### src/rtl/hazard_pkg.sv
// Shared types and constants for the decode-stage hazard unit.
package hazard_pkg;

  localparam int unsigned REG_W       = 5;
  localparam int unsigned FLUSH_CNT_W = 3;
  localparam int unsigned FWD_REGFILE = 0;

  // One in-flight instruction as tracked by the scoreboard.
  typedef struct packed {
    logic             valid;
    logic [REG_W-1:0] rd;
    logic             we;
    logic             load;
  } sb_entry_t;

  // True when an in-flight entry produces the register a decode operand reads.
  // x0 is hardwired to zero, so neither side ever matches on it.
  function automatic logic entry_hits(input sb_entry_t e,
                                      input logic [REG_W-1:0] rs,
                                      input logic rs_used);
    return e.valid && e.we && rs_used && (rs != '0) && (e.rd == rs);
  endfunction

endpackage

### src/rtl/hazard_fwd_match.sv
// Priority forwarding match for one decode operand against the scoreboard.
module hazard_fwd_match
  import hazard_pkg::*;
#(
  parameter int unsigned FWD_DEPTH = 2,
  parameter int unsigned LOAD_LAT  = 2,
  parameter int unsigned SEL_W     = 2
) (
  input  sb_entry_t        entries [FWD_DEPTH],
  input  logic [REG_W-1:0] rs,
  input  logic             rs_used,
  output logic [SEL_W-1:0] sel,
  output logic             load_hazard
);

  logic found;

  // Youngest matching stage wins; flag a load whose data is not yet forwardable.
  always_comb begin
    sel         = SEL_W'(FWD_REGFILE);
    load_hazard = 1'b0;
    found       = 1'b0;
    for (int unsigned k = 0; k < FWD_DEPTH; k++) begin
      if (!found && entry_hits(entries[k], rs, rs_used)) begin
        found       = 1'b1;
        sel         = SEL_W'(k + 1);
        load_hazard = entries[k].load && ((k + 1) < LOAD_LAT);
      end
    end
  end

endmodule

### src/rtl/pipeline_hazard_unit.sv
// Decode-stage hazard unit: operand forwarding select, load-use stall,
// redirect flush and a saturating stall-cycle counter.
module pipeline_hazard_unit
  import hazard_pkg::*;
#(
  parameter int unsigned FWD_DEPTH    = 2,
  parameter int unsigned LOAD_LAT     = 2,
  parameter int unsigned FLUSH_CYCLES = 1,
  parameter int unsigned SEL_W        = 2
) (
  input  logic             clk,
  input  logic             rst_n,
  input  logic             issue_valid,
  input  logic [4:0]       issue_rd,
  input  logic             issue_we,
  input  logic             issue_load,
  input  logic [4:0]       rs1,
  input  logic [4:0]       rs2,
  input  logic             rs1_used,
  input  logic             rs2_used,
  input  logic             redirect,
  output logic             stall,
  output logic             flush,
  output logic [SEL_W-1:0] fwd_sel_a,
  output logic [SEL_W-1:0] fwd_sel_b,
  output logic [31:0]      stall_cnt
);

  sb_entry_t              sb_q [FWD_DEPTH];
  sb_entry_t              sb_d [FWD_DEPTH];
  logic [FLUSH_CNT_W-1:0] flush_cnt_q, flush_cnt_d;
  logic [31:0]            stall_cnt_q, stall_cnt_d;

  logic [SEL_W-1:0] sel_a_raw, sel_b_raw;
  logic             haz_a, haz_b;

  hazard_fwd_match #(
    .FWD_DEPTH (FWD_DEPTH),
    .LOAD_LAT  (LOAD_LAT),
    .SEL_W     (SEL_W)
  ) u_match_a (
    .entries     (sb_q),
    .rs          (rs1),
    .rs_used     (rs1_used),
    .sel         (sel_a_raw),
    .load_hazard (haz_a)
  );

  hazard_fwd_match #(
    .FWD_DEPTH (FWD_DEPTH),
    .LOAD_LAT  (LOAD_LAT),
    .SEL_W     (SEL_W)
  ) u_match_b (
    .entries     (sb_q),
    .rs          (rs2),
    .rs_used     (rs2_used),
    .sel         (sel_b_raw),
    .load_hazard (haz_b)
  );

  // Control outputs; rst_n gates redirect so flush stays low throughout reset.
  always_comb begin
    flush     = rst_n && (redirect || (flush_cnt_q != '0));
    stall     = rst_n && !flush && issue_valid && (haz_a || haz_b);
    fwd_sel_a = rst_n ? sel_a_raw : SEL_W'(FWD_REGFILE);
    fwd_sel_b = rst_n ? sel_b_raw : SEL_W'(FWD_REGFILE);
    stall_cnt = stall_cnt_q;
  end

  // Next state: scoreboard shift, flush down-counter, saturating stall count.
  always_comb begin
    for (int unsigned k = 1; k < FWD_DEPTH; k++) begin
      sb_d[k] = sb_q[k-1];
    end
    sb_d[0] = '0;
    if (issue_valid && !stall && !flush) begin
      sb_d[0].valid = 1'b1;
      sb_d[0].rd    = issue_rd;
      sb_d[0].we    = issue_we;
      sb_d[0].load  = issue_load;
    end

    // Redirect cycle is itself the first flush cycle, so reload with one less.
    flush_cnt_d = flush_cnt_q;
    if (redirect) begin
      flush_cnt_d = FLUSH_CNT_W'(FLUSH_CYCLES - 1);
    end else if (flush_cnt_q != '0) begin
      flush_cnt_d = flush_cnt_q - 1'b1;
    end

    stall_cnt_d = stall_cnt_q;
    if (stall && (stall_cnt_q != '1)) begin
      stall_cnt_d = stall_cnt_q + 32'd1;
    end
  end

  // State registers with asynchronous active-low clear.
  always_ff @(posedge clk or negedge rst_n) begin
    if (!rst_n) begin
      for (int unsigned k = 0; k < FWD_DEPTH; k++) begin
        sb_q[k] <= '0;
      end
      flush_cnt_q <= '0;
      stall_cnt_q <= '0;
    end else begin
      for (int unsigned k = 0; k < FWD_DEPTH; k++) begin
        sb_q[k] <= sb_d[k];
      end
      flush_cnt_q <= flush_cnt_d;
      stall_cnt_q <= stall_cnt_d;
    end
  end

endmodule

### config.mk
export PLATFORM = sky130hd
export DESIGN_NAME = pipeline_hazard_unit
export DESIGN_NICKNAME = d
export VERILOG_FILES = /design/src/rtl/hazard_pkg.sv /design/src/rtl/hazard_fwd_match.sv /design/src/rtl/pipeline_hazard_unit.sv
export SDC_FILE = /design/constraint.sdc
export NUM_CORES = 1
export LEC_CHECK = 0
export CORE_MARGIN = 8
export CORE_UTILIZATION = 40
export CTS_CLUSTER_DIAMETER = 40
export DETAILED_ROUTE_END_ITERATION = 16
export MAX_ROUTING_LAYER = met4
export PLACE_DENSITY = 0.74
export SYNTH_ARGS = -nofsm -noshare
export SYNTH_HDL_FRONTEND = slang
export SYNTH_SLANG_ARGS = --single-unit
### constraint.sdc
create_clock -name clk -period 3.67 [get_ports clk]
set_clock_uncertainty 0.2 [all_clocks]
set_input_delay 0.734 -clock clk [delete_from_list [all_inputs] [get_ports clk]]
set_output_delay 0.734 -clock clk [all_outputs]
set_load 0.005 [all_outputs]
==> results_dict.tcl <==
set metrics [dict create \
    first_pass_iters 4 \
    dieArea_um2 9080 \
    core_um2 6200 \
    grt_pass1_vias 2023 \
    path_cells "clkdlybuf4s50_1 > or4_4 > o21ai_4 > nor4_4 > and2_2 > clkdlybuf4s50_1" \
    grt_usage_pct 14.4 \
    powerDensity_nw_per_um2 341 \
    nets 332 \
    critPathArrivalTime_ps 2630 \
    path_delay_family "buffers and inverters" \
    yosys-top-cells-area "dfrtp_1 (50%), xnor2_1 (13%), xor2_1 (5.6%)" \
    grt_overflow 0 \
    p_int_mw 0.884 \
    ant_nets 0 \
    ys_top_cells_by_count "dfrtp_1 (50), xnor2_1 (36), xor2_1 (16)" \
    clkPwrFrac_pct 32.4 \
    synth-seq-cells 50 \
    leakagePower_nw 1.54 \
    synth_cells 222 \
    setup_viol 0 \
    grt_pass1_wl_mm 9.83 \
    maxSlewViolCount 0 \
    gp_congestion 0.886 \
    met2_usage_pct 23.7 \
    drc 0 \
    p_sw_share_pct 25.3 \
    antenna_cells 0 \
    crit_fanout 4 \
    drive_above_1_share_pct 15.3 \
    yosysMostFrequentCell "dfrtp_1" \
    whs_path_depth 0 \
    synth-main-ff-cell "dfrtp_1" \
    htree_levels 2 \
    synth_area_per_cell_um2 11.3 \
    worstReg2RegEnd "stall_cnt[1]" \
    cpMaxStageDelayCell "or4_4" \
    cts_buffers 5 \
    syn_area_um2 2510 \
    crit-reg2reg-launch "flush_cnt_q[0]" \
    min_path_type "reg -> reg" \
    end_kind "output pin" \
    critPathMaxStageDelay_ps 560 \
    via_count 1928 \
    hp-start "sb_d[1]" \
    clk_latency_ps 300 \
    via_per_inst 5.02 \
    placed_area_um2 3320 \
    clk_pin_slew_ps 90 \
    synth_edf_count 0 \
    die_h_um 95.3 \
    wire_per_inst_um 15.4 \
    drt_iter0_drc 69 \
    pwr-share-comb_pct 16.7 \
    synth_top_area_share_pct 49.8 \
    ys_seq_area_share_pct 49.8 \
    status "finished clean" \
    regToRegSetupSlack_ps 1170 \
    rsz0062_at_grt "false" \
    grtUsageMet1_pct 16.8 \
    rows 29 \
    critical_path_class "in -> out" \
    fmax_mhz 280 \
    crit_required_ps 2740 \
    cp.buffers_inverters 2 \
    synth_top_area_cell "dfrtp_1" \
    tightestPinTransition_ps 436 \
    die_x_um 95.3 \
    slew_headroom_pct 70.7 \
    hpwlAfterDp_mm 4.67 \
    portBuffers 60 \
    holdWs_ps 191 \
    grt_max_degree 30 \
    ys_warn_count 0 \
    p_switching_mw 0.300 \
    period_share_pct 97.2 \
    gr-usage-met3_pct 2.91 \
    busiest_layer "met2" \
    fin_setup_tns_ps 0 \
    antenna_found_initial 0 \
    cts_tree "built" \
    start_util_pct 40.5 \
    clk_path_buf_depth 2 \
    power_frac_seq_pct 50.9 \
    cpMostUsedCell "clkdlybuf4s50_1" \
    hold_viol 0 \
    final_cell_area_um2 3470 \
    vdd.ir_drop.worst_mv 0.161 \
    drt_wl_total_mm 5.92 \
    worstRegToRegCells 9 \
    synthesis.nets 248 \
    syn2layout_area_growth_pct 37.9 \
    ys_async_sr_fraction_pct 100 \
    boundaryPins 61 \
    critPathLaunchType "input port" \
    total_power_mw 1.18 \
    maxCapViolations 0 \
    cts_root_buffer "clkbuf_8" \
    synth.distinct_cells 36 \
    holdPathEnd "sb_q[1]" \
    fin_crit_ps 3570 \
    cts.sink_count 50 \
]
==> registers in the layout, indices dropped and copies added, names as in the netlist <==
| register | flops |
|---|---|
| stall_cnt | 32 |
| sb_d | 8 |
| sb_q | 7 |
| flush_cnt_q | 3 |
==> worst max path at each step <==
stage	start	end	slack (ps)	cells past startpoint
after floorplan	rs1[1]	fwd_sel_a[1]	890	4
after global placement	rs1[1]	fwd_sel_a[1]	-40	6
after detailed placement	rs1[1]	fwd_sel_a[1]	-90	6
after CTS	rs2[1]	fwd_sel_b[0]	40	7
after global routing	rs1[1]	fwd_sel_a[0]	40	7
final	rs1[1]	fwd_sel_a[0]	100	6
==> placed cells by master, fill, tap and decap left out, types with 2 or more instances in the layout <==
cell and n:
nand4_1 11, or4_4 2, a21oi_1 2, nor3_1 5, nand3_1 7, nor4_4 2
nand3_2 5, and4_1 2, xor2_1 16, o21ai_4 2, dfrtp_1 50, dlygate4sd2_1 3
inv_1 8, xnor2_1 36, clkbuf_8 5, and3_1 7, nor2_1 10, nand2_1 15
nor4_1 9, clkinvlp_4 2, nand2b_1 2, buf_4 20, and2_1 11, ha_1 3
clkdlybuf4s50_1 55
==> power groups by stage <==
stage | Clock (mW) | Combinational (mW) | Sequential (mW)
2_1_floorplan | 0 | 0.120 | 0.608
3_3_place_gp | 0 | 0.188 | 0.613
3_5_place_dp | 0 | 0.198 | 0.614
4_1_cts | 0.395 | 0.200 | 0.603
5_1_grt | 0.415 | 0.224 | 0.607
6_report | 0.383 | 0.198 | 0.603
==> final cells by class <==
class	count	area [um2]
sequential	50	1250
tap	77	96.3
clock inverter	3	45.0
fill	542	2740
timing repair buffer	80	744
inverter	8	30.0
clock buffer	5	68.8
multi-input combinational	161	1230
==> worst reg2reg max path: stages, from the launching register on <==
cell and delay (ps):
dfrtp_1 400, inv_1 60, ha_1 150, ha_1 270, nand2b_1 100, nor2_1 280
buf_4 190, o211a_1 140, buf_4 240, mux2_1 350
==> what timing repair did <==
action                                 in CTS  in global routing
endpoints found under the hold margin       0                  0
pin swaps                                   2                  1
resized for setup                           5                  3
hold buffers                                0                  0
setup endpoints to repair                   3                  1
setup buffers                               1                  0
==> layer usage <==
metal | up-vias | share of wire [%]
li1 | 939 | -
met1 | 950 | 43
met2 | 33 | 52
met3 | 6 | 3.6
met4 | 0 | 1.6
met5 | - | 0
==> metrics by stage <==
step | instances | utilization (%) | worst slack (ps)
floorplan | 222 | - | 886
global placement | 375 | 53.6 | -42.2
detailed placement | 375 | 53.6 | -85.9
CTS | 384 | 55.7 | 41.3
global route | 384 | 55.9 | 42.0
finish | 384 | 55.9 | 102
==> kinds of logic (layout without fill, tap and decap cells) <==
group	Yosys count	count (layout)	synth area share, %
AO/OA/AOI/OAI	7	7	2.89
XOR/XNOR	52	52	18.1
adder cells (fa/ha/maj)	3	3	1.49
buffers and inverters	11	96	2.14
flip-flops	50	50	49.8
multiplexers	1	1	0.448
AND/OR/NAND/NOR	98	98	25.1
(Power assumes the default switching activity.)
